## config.mk

```make
export PLATFORM = sky130hd
export DESIGN_NAME = dmem_port_arbiter
export DESIGN_NICKNAME = d
export VERILOG_FILES = /design/src/rtl/dmem_port_arbiter.sv
export SDC_FILE = /design/constraint.sdc
export NUM_CORES = 1
export LEC_CHECK = 0
export BUFFER_PORTS_ARGS = -buffer_cell sky130_fd_sc_hd__buf_2
export CORE_MARGIN = 2
export CORE_UTILIZATION = 55
export CTS_BUF_LIST = sky130_fd_sc_hd__clkbuf_4 sky130_fd_sc_hd__clkbuf_8 sky130_fd_sc_hd__clkbuf_16
export DETAILED_ROUTE_END_ITERATION = 8
export GPL_TIMING_DRIVEN = 0
export PLACE_DENSITY = 0.81
export SLEW_MARGIN = 5
export SYNTH_ARGS = -nofsm -noshare
export SYNTH_HDL_FRONTEND = slang
export SYNTH_SLANG_ARGS = --single-unit
```

## constraint.sdc

```tcl
create_clock -name clk -period 3.8 [get_ports clk]
set_clock_uncertainty 0.05 [all_clocks]
set_input_delay 0.76 -clock clk [delete_from_list [all_inputs] [get_ports clk]]
set_output_delay 0.76 -clock clk [all_outputs]
set_load 0.02 [all_outputs]
```

## src/rtl/dmem_port_arbiter.sv

```systemverilog
// Shares one single-ported data memory between the two pipeline lanes' EX/MEM
// requests. Requests are served oldest lane first, and the pipeline is stalled
// until the whole batch has completed.
module dmem_port_arbiter #(
  parameter int unsigned ADDR_W  = 8,
  parameter int unsigned DATA_W  = 8,
  parameter int unsigned MEM_LAT = 1   // legal range 1..15
) (
  input  logic              clk,
  input  logic              reset,      // asynchronous, active low
  input  logic              req1_valid,
  input  logic              req1_we,
  input  logic [ADDR_W-1:0] req1_addr,
  input  logic [DATA_W-1:0] req1_wdata,
  input  logic              req2_valid,
  input  logic              req2_we,
  input  logic [ADDR_W-1:0] req2_addr,
  input  logic [DATA_W-1:0] req2_wdata,
  output logic              mem_en,
  output logic              mem_we,
  output logic [ADDR_W-1:0] mem_addr,
  output logic [DATA_W-1:0] mem_wdata,
  input  logic [DATA_W-1:0] mem_rdata,
  output logic [DATA_W-1:0] rdata1,
  output logic [DATA_W-1:0] rdata2,
  output logic              rvalid1,
  output logic              rvalid2,
  output logic              stall
);

  localparam logic [1:0] IDLE  = 2'd0;
  localparam logic [1:0] ISSUE = 2'd1;
  localparam logic [1:0] WAIT  = 2'd2;
  localparam logic [1:0] RESP  = 2'd3;

  localparam logic [3:0] LAT_INIT = 4'(MEM_LAT);

  logic [1:0]        state_q, state_d;
  logic              pend1_q, pend1_d, pend2_q, pend2_d;
  logic              v1_q, v1_d, we1_q, we1_d;
  logic              v2_q, v2_d, we2_q, we2_d;
  logic [ADDR_W-1:0] addr1_q, addr1_d, addr2_q, addr2_d;
  logic [DATA_W-1:0] wdata1_q, wdata1_d, wdata2_q, wdata2_d;
  logic [3:0]        cnt_q, cnt_d;
  logic [DATA_W-1:0] rdata1_q, rdata1_d, rdata2_q, rdata2_d;

  // Lane 1 stays selected until its pend bit drops, which gives program order.
  logic              sel2;
  logic              sel_we;
  logic [ADDR_W-1:0] sel_addr;
  logic [DATA_W-1:0] sel_wdata;
  logic              more;

  assign sel2      = ~pend1_q;
  assign sel_we    = sel2 ? we2_q : we1_q;
  assign sel_addr  = sel2 ? addr2_q : addr1_q;
  assign sel_wdata = sel2 ? wdata2_q : wdata1_q;
  // Only lane 1 can leave work behind: when lane 2 is selected lane 1 is done.
  assign more      = ~sel2 & pend2_q;

  // Next-state and batch bookkeeping.
  always_comb begin
    state_d  = state_q;
    pend1_d  = pend1_q;
    pend2_d  = pend2_q;
    v1_d     = v1_q;
    we1_d    = we1_q;
    addr1_d  = addr1_q;
    wdata1_d = wdata1_q;
    v2_d     = v2_q;
    we2_d    = we2_q;
    addr2_d  = addr2_q;
    wdata2_d = wdata2_q;
    cnt_d    = cnt_q;
    rdata1_d = rdata1_q;
    rdata2_d = rdata2_q;
    case (state_q)
      IDLE: begin
        if (req1_valid || req2_valid) begin
          v1_d     = req1_valid;
          we1_d    = req1_we;
          addr1_d  = req1_addr;
          wdata1_d = req1_wdata;
          v2_d     = req2_valid;
          we2_d    = req2_we;
          addr2_d  = req2_addr;
          wdata2_d = req2_wdata;
          pend1_d  = req1_valid;
          pend2_d  = req2_valid;
          state_d  = ISSUE;
        end
      end
      ISSUE: begin
        if (sel_we) begin
          if (sel2) pend2_d = 1'b0;
          else      pend1_d = 1'b0;
          state_d = more ? ISSUE : RESP;
        end else begin
          cnt_d   = LAT_INIT;
          state_d = WAIT;
        end
      end
      WAIT: begin
        cnt_d = cnt_q - 4'd1;
        if (cnt_q == 4'd1) begin
          if (sel2) begin
            rdata2_d = mem_rdata;
            pend2_d  = 1'b0;
          end else begin
            rdata1_d = mem_rdata;
            pend1_d  = 1'b0;
          end
          state_d = more ? ISSUE : RESP;
        end
      end
      RESP: state_d = IDLE;
      default: state_d = IDLE;
    endcase
  end

  // State registers; reset discards any batch in flight.
  always_ff @(posedge clk or negedge reset) begin
    if (!reset) begin
      state_q  <= IDLE;
      pend1_q  <= 1'b0;
      pend2_q  <= 1'b0;
      v1_q     <= 1'b0;
      we1_q    <= 1'b0;
      addr1_q  <= '0;
      wdata1_q <= '0;
      v2_q     <= 1'b0;
      we2_q    <= 1'b0;
      addr2_q  <= '0;
      wdata2_q <= '0;
      cnt_q    <= '0;
      rdata1_q <= '0;
      rdata2_q <= '0;
    end else begin
      state_q  <= state_d;
      pend1_q  <= pend1_d;
      pend2_q  <= pend2_d;
      v1_q     <= v1_d;
      we1_q    <= we1_d;
      addr1_q  <= addr1_d;
      wdata1_q <= wdata1_d;
      v2_q     <= v2_d;
      we2_q    <= we2_d;
      addr2_q  <= addr2_d;
      wdata2_q <= wdata2_d;
      cnt_q    <= cnt_d;
      rdata1_q <= rdata1_d;
      rdata2_q <= rdata2_d;
    end
  end

  // Outputs decode from state so reset clears them without a clock edge.
  always_comb begin
    mem_en    = (state_q == ISSUE);
    mem_we    = mem_en & sel_we;
    mem_addr  = mem_en ? sel_addr : '0;
    mem_wdata = mem_en ? sel_wdata : '0;
    rvalid1   = (state_q == RESP) & v1_q & ~we1_q;
    rvalid2   = (state_q == RESP) & v2_q & ~we2_q;
    stall     = ((state_q == IDLE) & (req1_valid | req2_valid)) |
                (state_q == ISSUE) | (state_q == WAIT);
    rdata1    = rdata1_q;
    rdata2    = rdata2_q;
  end

endmodule

```

==> results of run 1 <==
registers in the layout, indices dropped and copies added (netlist names):
signal    flops
we2_q         1
rdata1        8
rdata2        8
wdata1_q      8
pend2_q       1
v2_q          1
we1_q         1
addr1_q       8
pend1_q       1
wdata2_q      8
cnt_q         4
state_q       2
addr2_q       8
v1_q          1
power groups by stage:
stage          logic [mW]  clock network (mW)  registers [mW]
2_1_floorplan        1.03                   0            1.22
4_1_cts              1.54               0.597            1.14
6_report             1.51               0.584            1.14
3_3_place_gp         1.49                   0            1.13
3_5_place_dp         1.53                   0            1.15
5_1_grt              1.66               0.622            1.19
final cells by class:
class / count / area (sq um) / share of cell area
inverter: 6 / 22.52 / 0.006482
timing repair buffer: 82 / 412.9 / 0.1188
tap: 67 / 83.83 / 0.02413
sequential: 60 / 1501 / 0.4321
buffer: 9 / 45.04 / 0.01296
multi-input combinational: 139 / 1202 / 0.3461
clock buffer: 12 / 158.9 / 0.04573
clock inverter: 4 / 47.55 / 0.01368
layer usage:
metal / GRT usage / vias to the layer above
met2: 0.3382 / 58
met1: 0.2575 / 909
met4: 0.1012 / 0
met3: 0.08166 / 9
li1: - / 928
met5: 0 / -
worst register-to-register path: stages (launching register included):
cell	delay [ns]
dfrtp_1	0.45
inv_1	0.09
ha_1	0.29
o21ai_1	0.13
buf_2	0.26
buf_2	0.31
mux2_1	0.36
cell usage in the layout, fill, tap and decap left out, drive strengths merged:
cell type | netlist | final
buf | 7 | 89
dfrtp | 60 | 60
mux2 | 52 | 52
nor2 | 21 | 21
mux2i | 17 | 17
clkbuf | 2 | 14
nand2 | 13 | 13
ha | 8 | 8
o21ai | 8 | 8
inv | 5 | 5
nor2b | 4 | 4
a21oi | 3 | 3
clkinv | 1 | 3
and3b | 2 | 2
nor3 | 2 | 2
or3b | 1 | 1
a22oi | 1 | 1
o22ai | 1 | 1
nand3 | 1 | 1
nand3b | 1 | 1
o221ai | 1 | 1
nand4b | 1 | 1
nand2b | 1 | 1
o32a | 1 | 1
bufinv | 0 | 1
clkinvlp | 0 | 1
worst min path at each step:
stage                   start         to  slack [ns]  cells past startpoint
floorplan                v1_q       v1_q        0.39                      2
global placement         v1_q       v1_q        0.40                      2
detailed placement       v1_q       v1_q        0.41                      2
CTS                      v1_q       v1_q        0.43                      2
global route        rdata2[0]  rdata2[0]        0.44                      1
finish                  reset   cnt_q[2]        0.43                      1
metrics by stage:
step                      cell area (sq um)  std cells
after floorplan                        2771        214
after global placement                 3266        363
after detailed placement               3266        363
after CTS                              3472        379
after global routing                   3475        379
final                                  3475        379
kinds of logic after synthesis:
family,after synthesis,synth area share
fa+ha+maj,8,0.03612
simple gates,47,0.08578
buf+inv,15,0.02438
compound gates,15,0.03657
flops,60,0.5418
mux,69,0.2754
==> key figures, run 1 <==
Clocking
  • Clock Path Buffers: 2
  • CTS buffer count: 9
  • H-tree Lvls: 3
  • CTS tree: built
  • Hold bufs inserted after CTS: 0
  • Skew-Pair Late Insertion Delay: approximately 0.34 ns
  • Root Buffer: clkbuf_8
  • Clock transition at path regs: roughly 0.06 ns
  • CTS Sinks: 60
  • Post-CTS Setup Repair Bufs: 0
  • Post-CTS sizing: 0

Critical path
  • CP max stage delay: 0.45 ns
  • Worst path required time: about 3 ns
  • Worst Reg-to-Reg Cells: 6
  • R2r setup slk: around 1.7 ns
  • CP dominant cell by count: buf_2
  • Crit path to: stall
  • Crit-path slowest cell: dfrtp_1
  • Setup CP Type: reg2out
  • CP top delay family: buffers and inverters
  • Max FO, Critical Path: 10
  • Critical Path End Type: primary output
  • Worst R2R End: wdata2_q[1]
  • Worst Path Arrival: 2.06 ns
  • Worst setup startpoint: state_q[0]
  • Crit-path cells: inv_1, ha_1, o21ai_1, buf_2, buf_2, nand2_1, buf_2
  • WP depth: 7
  • Bufs and invs on worst path: 4
  • Reg2reg start: state_q[0]
  • Type of origin of the critical path: flop

Floorplanning
  • # IOs: 83
  • Die W: 74.99 um
  • Row cnt: 25
  • Initial Util: 0.5791
  • Die Area: about 5600 sq um
  • Core area: 4786 sq um
  • Overall die height: 74.99 um

Timing
  • Hold_ws: ~0.43 ns
  • Worst setup margin: around 0.9 ns
  • Final slew viol count: 0
  • Period utilization: 0.7564
  • Relative slew slack: 0.4986
  • Tmin final: around 2.9 ns
  • Setup violators final: 0
  • Worst-Margin Slew: about 0.75 ns
  • Setup TNS: 0 ns
  • Fin. Hold Viols: 0
  • RSZ-0062 raised after global routing: false
  • Peak Freq: 0.3479 GHz

Power
  • Flop pwr share: 0.352
  • Combinational Power Share: 0.467
  • VDD IR max: 0.0005934 V
  • Int Pwr: approximately 2.0 mW
  • Switching share of total power: 0.3858
  • Power Density: 931.4 nW/um^2
  • Pwr Total: around 3.2 mW
  • Total leakage power: approximately 1.7 nW
  • Clock network fraction of design power: 0.180
  • Switch Pwr: approximately 1.2 mW

Cells and area
  • Nets: between 300 and 400
  • Area grow syn2layout: 25.37%
  • Antenna cells: 0
  • Fin util: 0.7260
  • Filler cells: about 340
  • Share of cells above drive strength 1: 0.4391

Placed design
  • IO Port Bufs: 82
  • Pre-CTS setup slack: 1.179 ns
  • Post-DP HPWL: 3830 um
  • RePlAce Congestion: ~0.8

Synthesis
  • Synth Cell Area: 2771 sq um
  • Largest area contributor in the netlist: dfrtp_1
  • Top-count cell post-synth: dfrtp_1
  • Cell variety after synth: 30
  • Synth Register Bits: 60
  • Fraction of registers with async set/reset: 1.000
  • Post-Syn Instances: 214
  • Register area share after synthesis: 0.5418
  • Number of synthesized flops with an enable pin: 0
  • Post-synth top area share: 0.5418
  • Synth area leaders: dfrtp_1 54%, mux2_2 11%, mux2_1 9.8%, mux2i_1 6.1%, ha_1 3.6%
  • Main synth FF type: dfrtp_1
  • Post-Syn Nets: roughly 270
  • YS warnings: 0
  • Top cells by count, synth: 60 x dfrtp_1, 26 x mux2_2, 24 x mux2_1, 21 x nor2_1, 17 x mux2i_1
  • Mean post-synth cell area: around 13 sq um

Detailed routing
  • Met3 wire len: ~360 um
  • Via count: about 1900
  • Initial DRC Count: between 80 and 90
  • Final ANT Viol Nets: 0
  • TritonRoute pass-1 iters: 4
  • Met1 Routed Length: 2272 um
  • Routed WL per cell: 14.20 um
  • Uppermost layer routed: met4
  • Via density per instance: between 5 and 6
  • Met2 WL: about 2600 um
  • DRC Markers: 0
  • Routed wire length: between 5000 and 6000 um

Global routing
  • Initial antenna violation count: 0
  • Number of global-route vias before repair: roughly 1900
  • Total grt overflow: 0
  • First-pass GRT wire length: 8638 um
  • Largest net degree at the start of global routing: 61
  • Total Routing Usage GR: 0.2134

Worst hold path
  • Hold Crit Class: in2async

Job
  • Maxcap violations: 0

Status
  • Status: finished, final reports clean
Note: power is estimated with default switching activity, not from simulation.
==> run 2: changes to the inputs <==
--- a/config.mk
+++ b/config.mk
@@ -5,13 +5,14 @@
 export SDC_FILE = /design/constraint.sdc
 export NUM_CORES = 1
 export LEC_CHECK = 0
+export ABC_AREA = 1
 export BUFFER_PORTS_ARGS = -buffer_cell sky130_fd_sc_hd__buf_2
 export CORE_MARGIN = 2
-export CORE_UTILIZATION = 55
+export CORE_UTILIZATION = 52
 export CTS_BUF_LIST = sky130_fd_sc_hd__clkbuf_4 sky130_fd_sc_hd__clkbuf_8 sky130_fd_sc_hd__clkbuf_16
 export DETAILED_ROUTE_END_ITERATION = 8
 export GPL_TIMING_DRIVEN = 0
-export PLACE_DENSITY = 0.81
+export PLACE_DENSITY = 0.77
 export SLEW_MARGIN = 5
 export SYNTH_ARGS = -nofsm -noshare
 export SYNTH_HDL_FRONTEND = slang
==> constraint.sdc (replaced) <==
create_clock -name clk -period 2.8 [get_ports clk]
set_clock_uncertainty 0.05 [all_clocks]
set_input_delay 0.56 -clock clk [delete_from_list [all_inputs] [get_ports clk]]
set_output_delay 0.56 -clock clk [all_outputs]
set_load 0.02 [all_outputs]
==> run 2 against run 1 <==
Compared with the run above:
- combinational power up 49%
- critical path depth unchanged
- cell count grew 37%
- sequential cell count stayed put
- first-iteration DRC count rose by 52%
- global-route usage is 2.1 points higher
- synthesized cell count up 64%
- synthesized area up 7.8%
- hold slack lost 0.19 ns
- highest routed layer unchanged
- critical endpoint is now mem_wdata[4]
==> key figures, run 2 <==
Floorplanning
  • Initial Util: 0.5391
  • Row cnt: 27
  • Die W: 79.79 um
  • Overall die height: ~80 um
  • # IOs: 83
  • Die Area: approximately 6400 sq um
  • Core area: 5540 sq um

Power
  • Switch Pwr: between 2 and 2.5 mW
  • Clock network fraction of design power: 0.198
  • VDD IR max: 0.0007663 V
  • Combinational Power Share: 0.476
  • Int Pwr: between 2 and 3 mW
  • Pwr Total: roughly 4.7 mW
  • Total leakage power: 2.068 nW
  • Power Density: about 1300 nW/um^2
  • Switching share of total power: 0.4341
  • Flop pwr share: 0.326

Synthesis
  • Largest family of logic cells by synthesized area: simple AND/OR/NAND/NOR gates
  • Synth Area in XOR/XNOR: 0.002933
  • Largest area contributor in the netlist: dfrtp_1
  • Synth Cell Area: roughly 3000 sq um
  • Post-synth top area share: 0.5027
  • Post-Syn Nets: just over 400
  • Top-count cell post-synth: nand2_1
  • Mean post-synth cell area: 8.533 sq um
  • Top cells by count, synth: 103 x nand2_1, 60 x dfrtp_1, 40 x nor2_1, 37 x nand3_1, 16 x o21ai_2
  • Synth Area in Compound Gates: 0.09510
  • Post-Synth Adder-Cell Area: 0.03351
  • YS warnings: 0
  • Cell variety after synth: 24
  • Synth Register Bits: 60
  • Synth Area in Simple Gates: 0.2987
  • Mux contribution to synthesized area: 0
  • Register area share after synthesis: 0.5027
  • Fraction of registers with async set/reset: 1.000
  • Post-Syn Instances: 350
  • Synth area leaders: dfrtp_1 50%, nand2_1 13%, nand3_1 6.2%, nor2_1 5.0%, o21ai_2 4.7%
  • Main synth FF type: dfrtp_1
  • Number of synthesized flops with an enable pin: 0

Clocking
  • H-tree Lvls: 3
  • Post-CTS Setup Repair Bufs: 0
  • CTS buffer count: 9
  • Skew-Pair Late Insertion Delay: approximately 0.34 ns
  • CTS Sinks: 60
  • Clock transition at path regs: roughly 0.060 ns
  • Hold bufs inserted after CTS: 0
  • Root Buffer: clkbuf_8
  • CTS tree: built
  • Post-CTS sizing: 0
  • Clock Path Buffers: 2

Cells and area
  • Share of cells above drive strength 1: 0.3438
  • Most frequent cells in the layout: 103 x nand2_1, 94 x buf_2, 60 x dfrtp_1
  • Commonest non-fill, non-tap cell in the layout: nand2_1
  • Non-Filler Instances: 520
  • Antenna cells: 0
  • Nets: 497
  • Area grow syn2layout: 24.84%

Critical path
  • R2r setup slk: between 1 and 1.5 ns
  • Setup CP Type: reg2out
  • Type of origin of the critical path: flop
  • Worst Reg-to-Reg Cells: 8
  • Reg2reg start: state_q[1]
  • Max FO, Critical Path: 10
  • Worst Path Arrival: approximately 1.9 ns
  • Worst path required time: between 2 and 2.5 ns
  • Worst R2R End: state_q[0]
  • Critical Path End Type: primary output

Detailed routing
  • Final ANT Viol Nets: 0
  • Routed wire length: about 6800 um
  • Via density per instance: 5.010
  • Routed WL per cell: between 10 and 15 um
  • Via count: 2605
  • Initial DRC Count: about 120
  • DRC Markers: 0
  • TritonRoute pass-1 iters: 4

Timing
  • Setup violators final: 0
  • Period utilization: 0.8876
  • Relative slew slack: 0.4983
  • Worst-Margin Slew: approximately 0.75 ns
  • Setup TNS: 0 ns
  • Tmin final: 2.485 ns
  • RSZ-0062 raised after global routing: false
  • Fin. Hold Viols: 0
  • Final slew viol count: 0
  • Peak Freq: about 0.40 GHz
  • Hold_ws: 0.2345 ns
  • Worst setup margin: 0.3148 ns

Job
  • Maxcap violations: 0

Placed design
  • Placed cells: between 500 and 600
  • Pre-CTS setup slack: 0.6693 ns
  • RePlAce Congestion: roughly 0.80
  • IO Port Bufs: 82
  • Post-DP HPWL: 4842 um

Worst hold path
  • Hold Crit Class: in2async

Global routing
  • Largest net degree at the start of global routing: between 60 and 70
  • First-pass GRT wire length: 11440 um
  • Total grt overflow: 0
  • Initial antenna violation count: 0
  • Total Routing Usage GR: 0.2342
  • Number of global-route vias before repair: roughly 2500

Status
  • Status: finished, final reports clean
run 2: per-stage QoR:
stage	cell area, sq um	util
after floorplan	2987	-
final	3729	0.6730
after detailed placement	3490	0.6299
after global routing	3729	0.6730
after global placement	3487	0.6294
after CTS	3729	0.6730
run 2: final cells by class:
type,instances,area (sq um)
multi-input combinational,250,1285
clock buffer,9,123.9
clock inverter,7,115.1
buffer,19,121.4
inverter,21,78.83
tap,72,90.09
sequential,60,1501
timing repair buffer,82,412.9
fill,502,1812
run 2: per-layer routing:
layer,GRT usage,vias up,part of all wire
met3,0.06109,9,0.076
li1,-,1303,-
met2,0.3790,82,0.48
met4,0.09661,0,0.012
met1,0.3001,1211,0.44
met5,0,-,0
run 2: power groups by stage:
stage	Sequential [mW]	Clock (mW)	Combinational, mW
6_report	1.54	0.935	2.25
5_1_grt	1.59	0.986	2.54
4_1_cts	1.54	0.954	2.28
3_5_place_dp	1.55	0	2.28
3_3_place_gp	1.53	0	2.21
2_1_floorplan	1.65	0	1.52
run 2: critical path, cell delays in order, from the launching register on:
cell	delay [ns]
dfrtp_1	0.41
inv_1	0.13
ha_1	0.15
buf_2	0.21
buf_2	0.25
o21ai_0	0.12
nor2_1	0.10
buf_2	0.16
run 2: how the worst max path moves through the flow:
| stage | startpoint | depth (start not counted) | endpoint |
|---|---|---|---|
| 2_1_floorplan | state_q[1] | 6 | mem_wdata[1] |
| 3_3_place_gp | state_q[1] | 7 | mem_wdata[5] |
| 3_5_place_dp | state_q[1] | 7 | mem_wdata[4] |
| 4_1_cts | state_q[1] | 7 | mem_wdata[1] |
| 5_1_grt | state_q[1] | 7 | mem_wdata[1] |
| 6_report | state_q[1] | 7 | mem_wdata[4] |
run 2: logic make-up after synthesis:
kind of cell             Yosys count
flip-flops                        60
AO/OA/AOI/OAI                     44
XOR/XNOR                           1
adder cells (fa/ha/maj)            8
AND/OR/NAND/NOR                  197
buffers and inverters             40
